<file path="config.mk">
export PLATFORM = sky130hd
export DESIGN_NAME = barrett_reduce_pipe
export DESIGN_NICKNAME = d
export VERILOG_FILES = /design/src/rtl/barrett_pkg.sv /design/src/rtl/barrett_cond_sub.sv /design/src/rtl/barrett_reduce_pipe.sv
export SDC_FILE = /design/constraint.sdc
export NUM_CORES = 2
export LEC_CHECK = 0
export CAP_MARGIN = 30
export CORE_MARGIN = 1.5
export CORE_UTILIZATION = 40
export CTS_CLUSTER_SIZE = 25
export DETAILED_ROUTE_END_ITERATION = 8
export DONT_BUFFER_PORTS = 1
export SYNTH_ARGS = -nofsm -noshare
export SYNTH_HDL_FRONTEND = slang
export SYNTH_SLANG_ARGS = --single-unit
export TNS_END_PERCENT = 1
</file>
<file path="constraint.sdc">
create_clock -name clk -period 14.58 [get_ports clk]
set_clock_uncertainty 0.05 [all_clocks]
set_input_delay 3.645 -clock clk [delete_from_list [all_inputs] [get_ports clk]]
set_output_delay 3.645 -clock clk [all_outputs]
set_load 0.01 [all_outputs]
</file>
<file path="src/rtl/barrett_pkg.sv">
// Shared constants for the Barrett reducer: default width, reset-time modulus and a
// reference helper for computing mu.
package barrett_pkg;

    localparam int unsigned K_DEFAULT = 32;
    localparam logic [31:0] Q_INIT_DEFAULT = 32'hFFFF_FFFB;
    // floor(2^64 / (2^32 - 5)) = 2^32 + 5
    localparam logic [32:0] MU_INIT_DEFAULT = 33'h1_0000_0005;

    // Reference mu = floor(2^(2k) / q); not intended for synthesis.
    function automatic logic [63:0] mu_of(input logic [63:0] q, input int unsigned k);
        logic [127:0] num;
        num = 128'd1 << (2 * k);
        return 64'(num / {64'd0, q});
    endfunction

endpackage

</file>
<file path="src/rtl/barrett_cond_sub.sv">
// Double conditional subtract: folds r in [0, 3q) into [0, q).
module barrett_cond_sub
    import barrett_pkg::*;
#(
    parameter int unsigned K = K_DEFAULT
) (
    input  logic [K+1:0] r,
    input  logic [K-1:0] q,
    output logic [K-1:0] y
);

    logic [K+1:0] q_ext;
    logic [K+1:0] r1;
    logic [K+1:0] r2;

    always_comb begin
        q_ext = {2'b00, q};
        r1    = (r >= q_ext) ? r - q_ext : r;
        r2    = (r1 >= q_ext) ? r1 - q_ext : r1;
        y     = K'(r2);
    end

endmodule

</file>
<file path="src/rtl/barrett_reduce_pipe.sv">
// Four-stage pipelined Barrett reducer y = x mod q with valid/ready handshake, global stall
// and a modulus that can be reloaded while the pipeline is empty.
module barrett_reduce_pipe
    import barrett_pkg::*;
#(
    parameter int unsigned  K         = K_DEFAULT,
    parameter logic [K-1:0] Q_INIT    = K'(Q_INIT_DEFAULT),
    parameter logic [K:0]   MU_INIT   = (K+1)'(MU_INIT_DEFAULT),
    parameter bit           RUNTIME_Q = 1'b1
) (
    input  logic           clk,
    input  logic           rst_n,
    input  logic [2*K-1:0] x,
    input  logic           in_valid,
    output logic           in_ready,
    output logic [K-1:0]   y,
    output logic           out_valid,
    input  logic           out_ready,
    input  logic           q_load,
    input  logic [K-1:0]   q_in,
    input  logic [K:0]     mu_in,
    output logic           q_busy
);

    logic adv;
    logic q_load_take;

    logic [K-1:0]   q_q;
    logic [K:0]     mu_q;

    logic           v1_q, v2_q, v3_q, v4_q;
    logic [2*K-1:0] x1_q, x2_q;
    logic [K:0]     q3_q;
    logic [K+1:0]   r3_q;
    logic [K-1:0]   y_q;

    logic [K:0]     q1;
    logic [2*K+1:0] q2;
    logic [K:0]     q3_d;
    logic [2*K:0]   qq;
    logic [K+1:0]   r_d;
    logic [K-1:0]   y_d;

    assign q_busy      = v1_q | v2_q | v3_q | v4_q;
    assign adv         = !v4_q || out_ready;
    assign q_load_take = q_load && !q_busy && RUNTIME_Q;
    assign in_ready    = adv && !q_load_take;

    assign out_valid = v4_q;
    assign y         = y_q;

    // Modulus may only change with nothing in flight, so no stage ever mixes two moduli.
    always_ff @(posedge clk or negedge rst_n) begin
        if (!rst_n) begin
            q_q  <= Q_INIT;
            mu_q <= MU_INIT;
        end else if (q_load_take) begin
            q_q  <= q_in;
            mu_q <= mu_in;
        end
    end

    always_comb begin
        q1   = (K+1)'(x1_q >> (K - 1));
        q2   = (2*K+2)'(q1) * (2*K+2)'(mu_q);
        q3_d = (K+1)'(q2 >> (K + 1));
        qq   = (2*K+1)'(q3_q) * (2*K+1)'(q_q);
        // Only the low K+2 bits matter: the true remainder is below 3q < 2^(K+2).
        r_d  = (K+2)'({1'b0, x2_q} - qq);
    end

    barrett_cond_sub #(
        .K (K)
    ) u_cond_sub (
        .r (r3_q),
        .q (q_q),
        .y (y_d)
    );

    // Single enable for every stage: a stall freezes the whole pipe, bubbles included.
    always_ff @(posedge clk or negedge rst_n) begin
        if (!rst_n) begin
            v1_q <= 1'b0;
            v2_q <= 1'b0;
            v3_q <= 1'b0;
            v4_q <= 1'b0;
            x1_q <= '0;
            x2_q <= '0;
            q3_q <= '0;
            r3_q <= '0;
            y_q  <= '0;
        end else if (adv) begin
            v1_q <= in_valid && in_ready;
            v2_q <= v1_q;
            v3_q <= v2_q;
            v4_q <= v3_q;
            if (in_valid && in_ready) begin
                x1_q <= x;
            end
            if (v1_q) begin
                x2_q <= x1_q;
                q3_q <= q3_d;
            end
            if (v2_q) begin
                r3_q <= r_d;
            end
            if (v3_q) begin
                y_q <= y_d;
            end
        end
    end

endmodule

</file>
== Word level (Yosys, flattened, before mapping) ==
Cells that the tools add are included.

* $add $sub $neg: 3
* Reduce and logical (&&, ||, !) cells: 11
* Order comparisons: 2
* Multipliers: 2
* Multiplexer cells: 2
* Bitwise operators: 3

{| class="wikitable"
|+ Operators by type and width
! operator !! number
|-
| $ge A34 B32 Y1 || 2
|-
| $mul A33 B33 Y66 || 1
|-
| $mul A33 B32 Y34 || 1
|-
| $mux W34 || 1
|-
| $sub A34 B32 Y34 || 1
|-
| $sub A34 B34 Y34 || 1
|-
| $mux W32 || 1
|-
| $sub A32 B32 Y32 || 1
|-
| $reduce_and A2 Y1 || 4
|-
| $logic_and A1 B1 Y1 || 3
|-
| $logic_not A1 Y1 || 3
|-
| $or A1 B1 Y1 || 3
|-
| $logic_or A1 B1 Y1 || 1
|}

* Flip-flop bits (word level): 266
* Word-level logic and storage cells: 34

== Longest topological paths before layout ==
* Depth in word-level cells: 9
* Gate-level depth with buffers: 29
* Mapped depth without buffers: 28

== Hierarchy ==
A second synthesis with hierarchy kept.

* Cells, all modules: 7149
* Area, all modules: 67325.8 µm²

{| class="wikitable"
|+ Modules (own cells, without submodules)
! module !! instances !! area each (µm²) !! seq. area each (µm²) !! cells an instance
|-
| barrett_reduce_pipe || 1 || 62845.3 || 6698.9 || 6511
|-
| barrett_cond_sub || 1 || 4480.5 || 0.0 || 638
|}

== Worst setup path before layout ==
Ideal clock, no wire load.

* Path type: input -> output
* From: input port out_ready
* To: output port in_ready
* Data required time: 10.885 ns
* Slack: 6.950 ns
* Path buffers: 0
* Arrival: 3.935 ns
* Stages on the path: 2
* Cells stage by stage: nor2b_1 a21oi_1

* Word-level cells in the longest chain between the ends: 2

{| class="wikitable"
|+ RTL lines
! what !! RTL line !! RTL
|-
| from (decl) || barrett_reduce_pipe.sv:18 || <nowiki>input logic out_ready,</nowiki>
|-
| $logic_or A1 B1 Y1 || barrett_reduce_pipe.sv:45 || <nowiki>assign adv = !v4_q || out_ready;</nowiki>
|-
| $logic_and A1 B1 Y1 || barrett_reduce_pipe.sv:47 || <nowiki>assign in_ready = adv && !q_load_take;</nowiki>
|-
| to (decl) || barrett_reduce_pipe.sv:15 || <nowiki>output logic in_ready,</nowiki>
|}

Every way passes these cells.

== Final worst setup path ==
* From: register mu_q[6]
* To: register q3_q[27]

* Word-level cells in the longest chain between the ends: 1

{| class="wikitable"
|+ RTL lines
! what !! RTL line !! RTL
|-
| from (decl) || barrett_reduce_pipe.sv:29 || <nowiki>logic [K:0] mu_q;</nowiki>
|-
| from (signal assigned) || barrett_reduce_pipe.sv:59 || <nowiki>mu_q <= mu_in;</nowiki>
|-
| $mul A33 B33 Y66 || barrett_reduce_pipe.sv:65 || <nowiki>q2 = (2*K+2)'(q1) * (2*K+2)'(mu_q);</nowiki>
|-
| to (signal assigned) || barrett_reduce_pipe.sv:102 || <nowiki>q3_q <= q3_d;</nowiki>
|-
| to (decl) || barrett_reduce_pipe.sv:33 || <nowiki>logic [K:0] q3_q;</nowiki>
|}

Every way passes these cells.
A chain may end at the register's enable or synchronous reset.

==> summary by stage <==
Timing
The final worst slack is 5.78 ns. The number of failing setup endpoints in the final timing report is 0. Setup repair after global routing left no endpoint under its margin. For this run, the top clock speed supported by timing is 114 MHz. Of the available clock period, the critical path in the final layout requires 0.604.

The clock period could shrink to 8.80 ns. The slew of the pin with the lowest slew margin is 1.03 ns. Hold timing on the final database bottoms out at a slack of 0.416 ns. The final count of pins violating max slew is 0. The number of hold violations in the final report is 0.

For the final routed database, the setup TNS stands at 0 ns. In this run the tightest slew margin relative to its limit is 0.313.

Place
The port buffer count is 0. At the end of routability-driven placement, the weighted congestion stood at 0.905. Timing analysis after detailed placement gives a worst setup slack of 5.91 ns. Detailed placement ended at an HPWL of 147 mm. The placed instance count is 9091.

Final layout
The area added between synthesis and finish is 5.17%. In the final design database the tool counted 9016 nets. The final cell count without fillers is 9169. The fraction of final layout cells sized beyond drive strength 1 is 0.0531.

Yosys
The async set or reset register ratio after synthesis is 1.00. The most used flip-flop cell after synthesis is sky130_fd_sc_hd__dfrtp_1. After synthesis the netlist holds a flip-flop and latch count of 266. The count of distinct cell types in the synthesized netlist is 78. The count of mapped cells out of synthesis is 7185. Synthesis produced a netlist with a net count of 9258. The number of enable flip-flop cells after synthesis is 0. The area of the mapped netlist is 0.0667 mm^2.

The post-synthesis area per instance is 9.28 um^2. The share of synthesized area occupied by flip-flops and latches is 0.100. The number of warnings issued by yosys is 0.

Setup path
The kind of launch point of the worst setup path is a flip-flop. The worst setup path is captured at a flip-flop. The data arrival time at the worst-slack endpoint is 9.28 ns. For the worst setup path, the data required time is 15.06 ns.

The type of the setup path with the least slack is reg -> reg. The highest fanout seen on the critical path is 20.

Clock tree
In this run the clock root is driven by a sky130_fd_sc_hd__clkbuf_16. The H-tree depth is 2. The TritonCTS sink count is 266. The number of buffers inserted to repair setup after CTS is 0. After clock tree synthesis, the clock-pin slew on the worst setup and hold paths is 0.06 ns. The number of clock buffers added by TritonCTS is 39. The clock reaches the later pin of the worst-skew pair after 0.64 ns. In this run, post-CTS repair resized a total of 0 instances. The number of buffers on the longest clock path is 3.

The hold-fix buffer count after cts is 0. The clock tree from TritonCTS is done.

Routing
The average wire length per cell after detail routing is 21.2 um. The first routing iteration left 3320 violations. The routed layout has 47.7k vias. The post-detailed-routing wire length is 195 mm. Dividing the detail-routed via count by the number of cells gives 5.20. Once detail routing completed, the nets flagged for antenna violations numbered 0. In the routed design, unresolved DRC markers number 0.

The first TritonRoute pass finished after 6 iterations.

Floorplan
The top-level I/O count is 169. The floorplan die height is 411 um. The die extent in x is 411 um.

The placeable core region is 0.165 mm^2. The initial standard-cell utilization of the core is 0.403. The area enclosed by the die boundary is 0.169 mm^2. The floorplan has 149 rows.

Global route
The number of global-route vias before repair is 52.0k. The initial antenna violation count came to 10. The sum of overflow across all layers after global routing is 0. Entering global routing, the biggest net connects 267 pins.

The wire length of the first global-routing pass is 307 mm. The overall global routing resource usage is 0.236.

Min path
The worst min-delay path class is reg -> reg.

Job
Across the run, the number of max-cap violations was 0.

Status
The flow ran to the end, and the final reports show no timing, DRC or antenna violations.
per-stage QoR:
step            util  area (um^2)
6_report       0.424        70200
5_1_grt        0.424        70100
4_1_cts        0.424        70100
3_5_place_dp   0.416        68700
3_3_place_gp   0.416        68700
2_1_floorplan      -        66700
worst paths after layout:
| path | slack [ns] | to | cells past startpoint | from |
|---|---|---|---|---|
| worst min register to register | 0.42 | x2_q[4]$_DFFE_PN0P_ | 2 | x1_q[4]$_DFFE_PN0P_ |
| worst min-delay path | 0.42 | x2_q[4]$_DFFE_PN0P_ | 2 | x1_q[4]$_DFFE_PN0P_ |
| worst max register to register | 5.78 | q3_q[27]$_DFFE_PN0P_ | 24 | mu_q[6]$_DFFE_PN0P_ |
| worst max-delay path | 5.78 | q3_q[27]$_DFFE_PN0P_ | 24 | mu_q[6]$_DFFE_PN0P_ |
| min in group asynchronous | 2.69 | x1_q[9]$_DFFE_PN0P_ | 0 | rst_n |
| max in group asynchronous | 11.02 | x1_q[34]$_DFFE_PN0P_ | 0 | rst_n |
final cells by class:
class,count,area (um^2)
Fill cell,16100,95200
Multi-Input combinational cell,5009,52900
Sequential cell,266,6710
Inverter,1542,5790
Tap cell,2189,2740
Clock buffer,52,1100
Timing Repair Buffer,85,651
Clock inverter,19,290
Antenna cell,7,17.5
metal layers:
layer,GRT usage,vias up,wire length [um]
met5,0,-,13
met4,0.0662,2,5460
met1,0.320,24800,83300
li1,-,20800,-
met2,0.387,1746,91200
met3,0.0430,301,14800
cell usage after synthesis (17+ instances only):
master	count	area, um^2
sky130_fd_sc_hd__clkbuf_1	355	1330
sky130_fd_sc_hd__nand2_1	1048	3930
sky130_fd_sc_hd__nor3_1	32	160
sky130_fd_sc_hd__ha_1	475	5940
sky130_fd_sc_hd__xor2_1	47	412
sky130_fd_sc_hd__a21o_1	43	323
sky130_fd_sc_hd__o211ai_1	17	128
sky130_fd_sc_hd__nand3_1	35	175
sky130_fd_sc_hd__and2_1	906	5670
sky130_fd_sc_hd__mux2_2	147	1660
sky130_fd_sc_hd__fa_1	1464	29300
sky130_fd_sc_hd__o21a_1	23	173
sky130_fd_sc_hd__a21oi_1	147	736
sky130_fd_sc_hd__o21ai_0	168	841
sky130_fd_sc_hd__nor2_1	86	323
sky130_fd_sc_hd__dfstp_2	34	893
sky130_fd_sc_hd__inv_1	1542	5790
sky130_fd_sc_hd__nand4_1	23	144
sky130_fd_sc_hd__dfrtp_1	232	5810
sky130_fd_sc_hd__xnor2_1	116	1020
sky130_fd_sc_hd__mux2i_1	30	300
cell usage in the layout (no fill, tap or decap), types with 9 or more instances in the layout:
cell type	netlist	routed
sky130_fd_sc_hd__buf_4	0	84
sky130_fd_sc_hd__a21o_1	43	43
sky130_fd_sc_hd__nor2_1	86	86
sky130_fd_sc_hd__mux2_2	147	147
sky130_fd_sc_hd__dfrtp_1	232	220
sky130_fd_sc_hd__xnor2_1	116	116
sky130_fd_sc_hd__nor3_1	32	32
sky130_fd_sc_hd__clkbuf_16	0	39
sky130_fd_sc_hd__a211o_1	12	12
sky130_fd_sc_hd__nand3_1	35	35
sky130_fd_sc_hd__o21ai_0	168	168
sky130_fd_sc_hd__o21bai_1	16	16
sky130_fd_sc_hd__fa_1	1464	1464
sky130_fd_sc_hd__o211ai_1	17	17
sky130_fd_sc_hd__nand4_1	23	23
sky130_fd_sc_hd__nand2b_1	16	16
sky130_fd_sc_hd__o31ai_1	12	12
sky130_fd_sc_hd__ha_1	475	475
sky130_fd_sc_hd__nand2_1	1048	1044
sky130_fd_sc_hd__nor2b_1	13	13
sky130_fd_sc_hd__dfrtp_2	0	12
sky130_fd_sc_hd__dfstp_2	34	34
sky130_fd_sc_hd__inv_1	1542	1542
sky130_fd_sc_hd__and3_1	10	10
sky130_fd_sc_hd__a211oi_1	12	12
sky130_fd_sc_hd__a31oi_1	9	9
sky130_fd_sc_hd__mux2i_1	30	30
sky130_fd_sc_hd__a21oi_1	147	147
sky130_fd_sc_hd__o21a_1	23	23
sky130_fd_sc_hd__and2_1	906	904
sky130_fd_sc_hd__xor2_1	47	47
state kept, by name, summed over array words and instances (netlist names), 32 cells and up:
register	cells
x2_q	34
mu_q	33
q3_q	33
x1_q	64
r3_q	34
q_q	32
y	32
worst max-delay path, cell delays in order, from the launching register on:
cell	delay, ns
sky130_fd_sc_hd__dfrtp_1	0.91
sky130_fd_sc_hd__buf_4	0.36
sky130_fd_sc_hd__and2_1	0.19
sky130_fd_sc_hd__fa_1	0.42
sky130_fd_sc_hd__fa_1	0.50
sky130_fd_sc_hd__fa_1	0.52
sky130_fd_sc_hd__inv_1	0.05
sky130_fd_sc_hd__fa_1	0.49
sky130_fd_sc_hd__inv_1	0.09
sky130_fd_sc_hd__fa_1	0.49
sky130_fd_sc_hd__fa_1	0.57
sky130_fd_sc_hd__fa_1	0.43
sky130_fd_sc_hd__fa_1	0.48
sky130_fd_sc_hd__ha_1	0.37
sky130_fd_sc_hd__nand4_1	0.20
sky130_fd_sc_hd__nor4_1	0.40
sky130_fd_sc_hd__nand3_1	0.15
sky130_fd_sc_hd__nor4_1	0.38
sky130_fd_sc_hd__nor3_1	0.08
sky130_fd_sc_hd__buf_4	0.18
sky130_fd_sc_hd__a21oi_1	0.34
sky130_fd_sc_hd__o21ai_0	0.33
sky130_fd_sc_hd__a21boi_0	0.40
sky130_fd_sc_hd__nor3_1	0.08
sky130_fd_sc_hd__o31ai_1	0.22
cell families after synthesis:
| logic type | after synthesis | share of synthesized area |
|---|---|---|
| flip-flops | 266 | 0.100 |
| AO/OA/AOI/OAI | 525 | 0.0490 |
| multiplexers | 177 | 0.0293 |
| buffers and inverters | 1910 | 0.108 |
| AND/OR/NAND/NOR | 2205 | 0.164 |
| XOR/XNOR | 163 | 0.0214 |
| adder cells (fa/ha/maj) | 1939 | 0.528 |
Power is left out: the tool's default activity adds up to more than one toggle a clock period on the data nets, which glitch-free logic cannot reach.
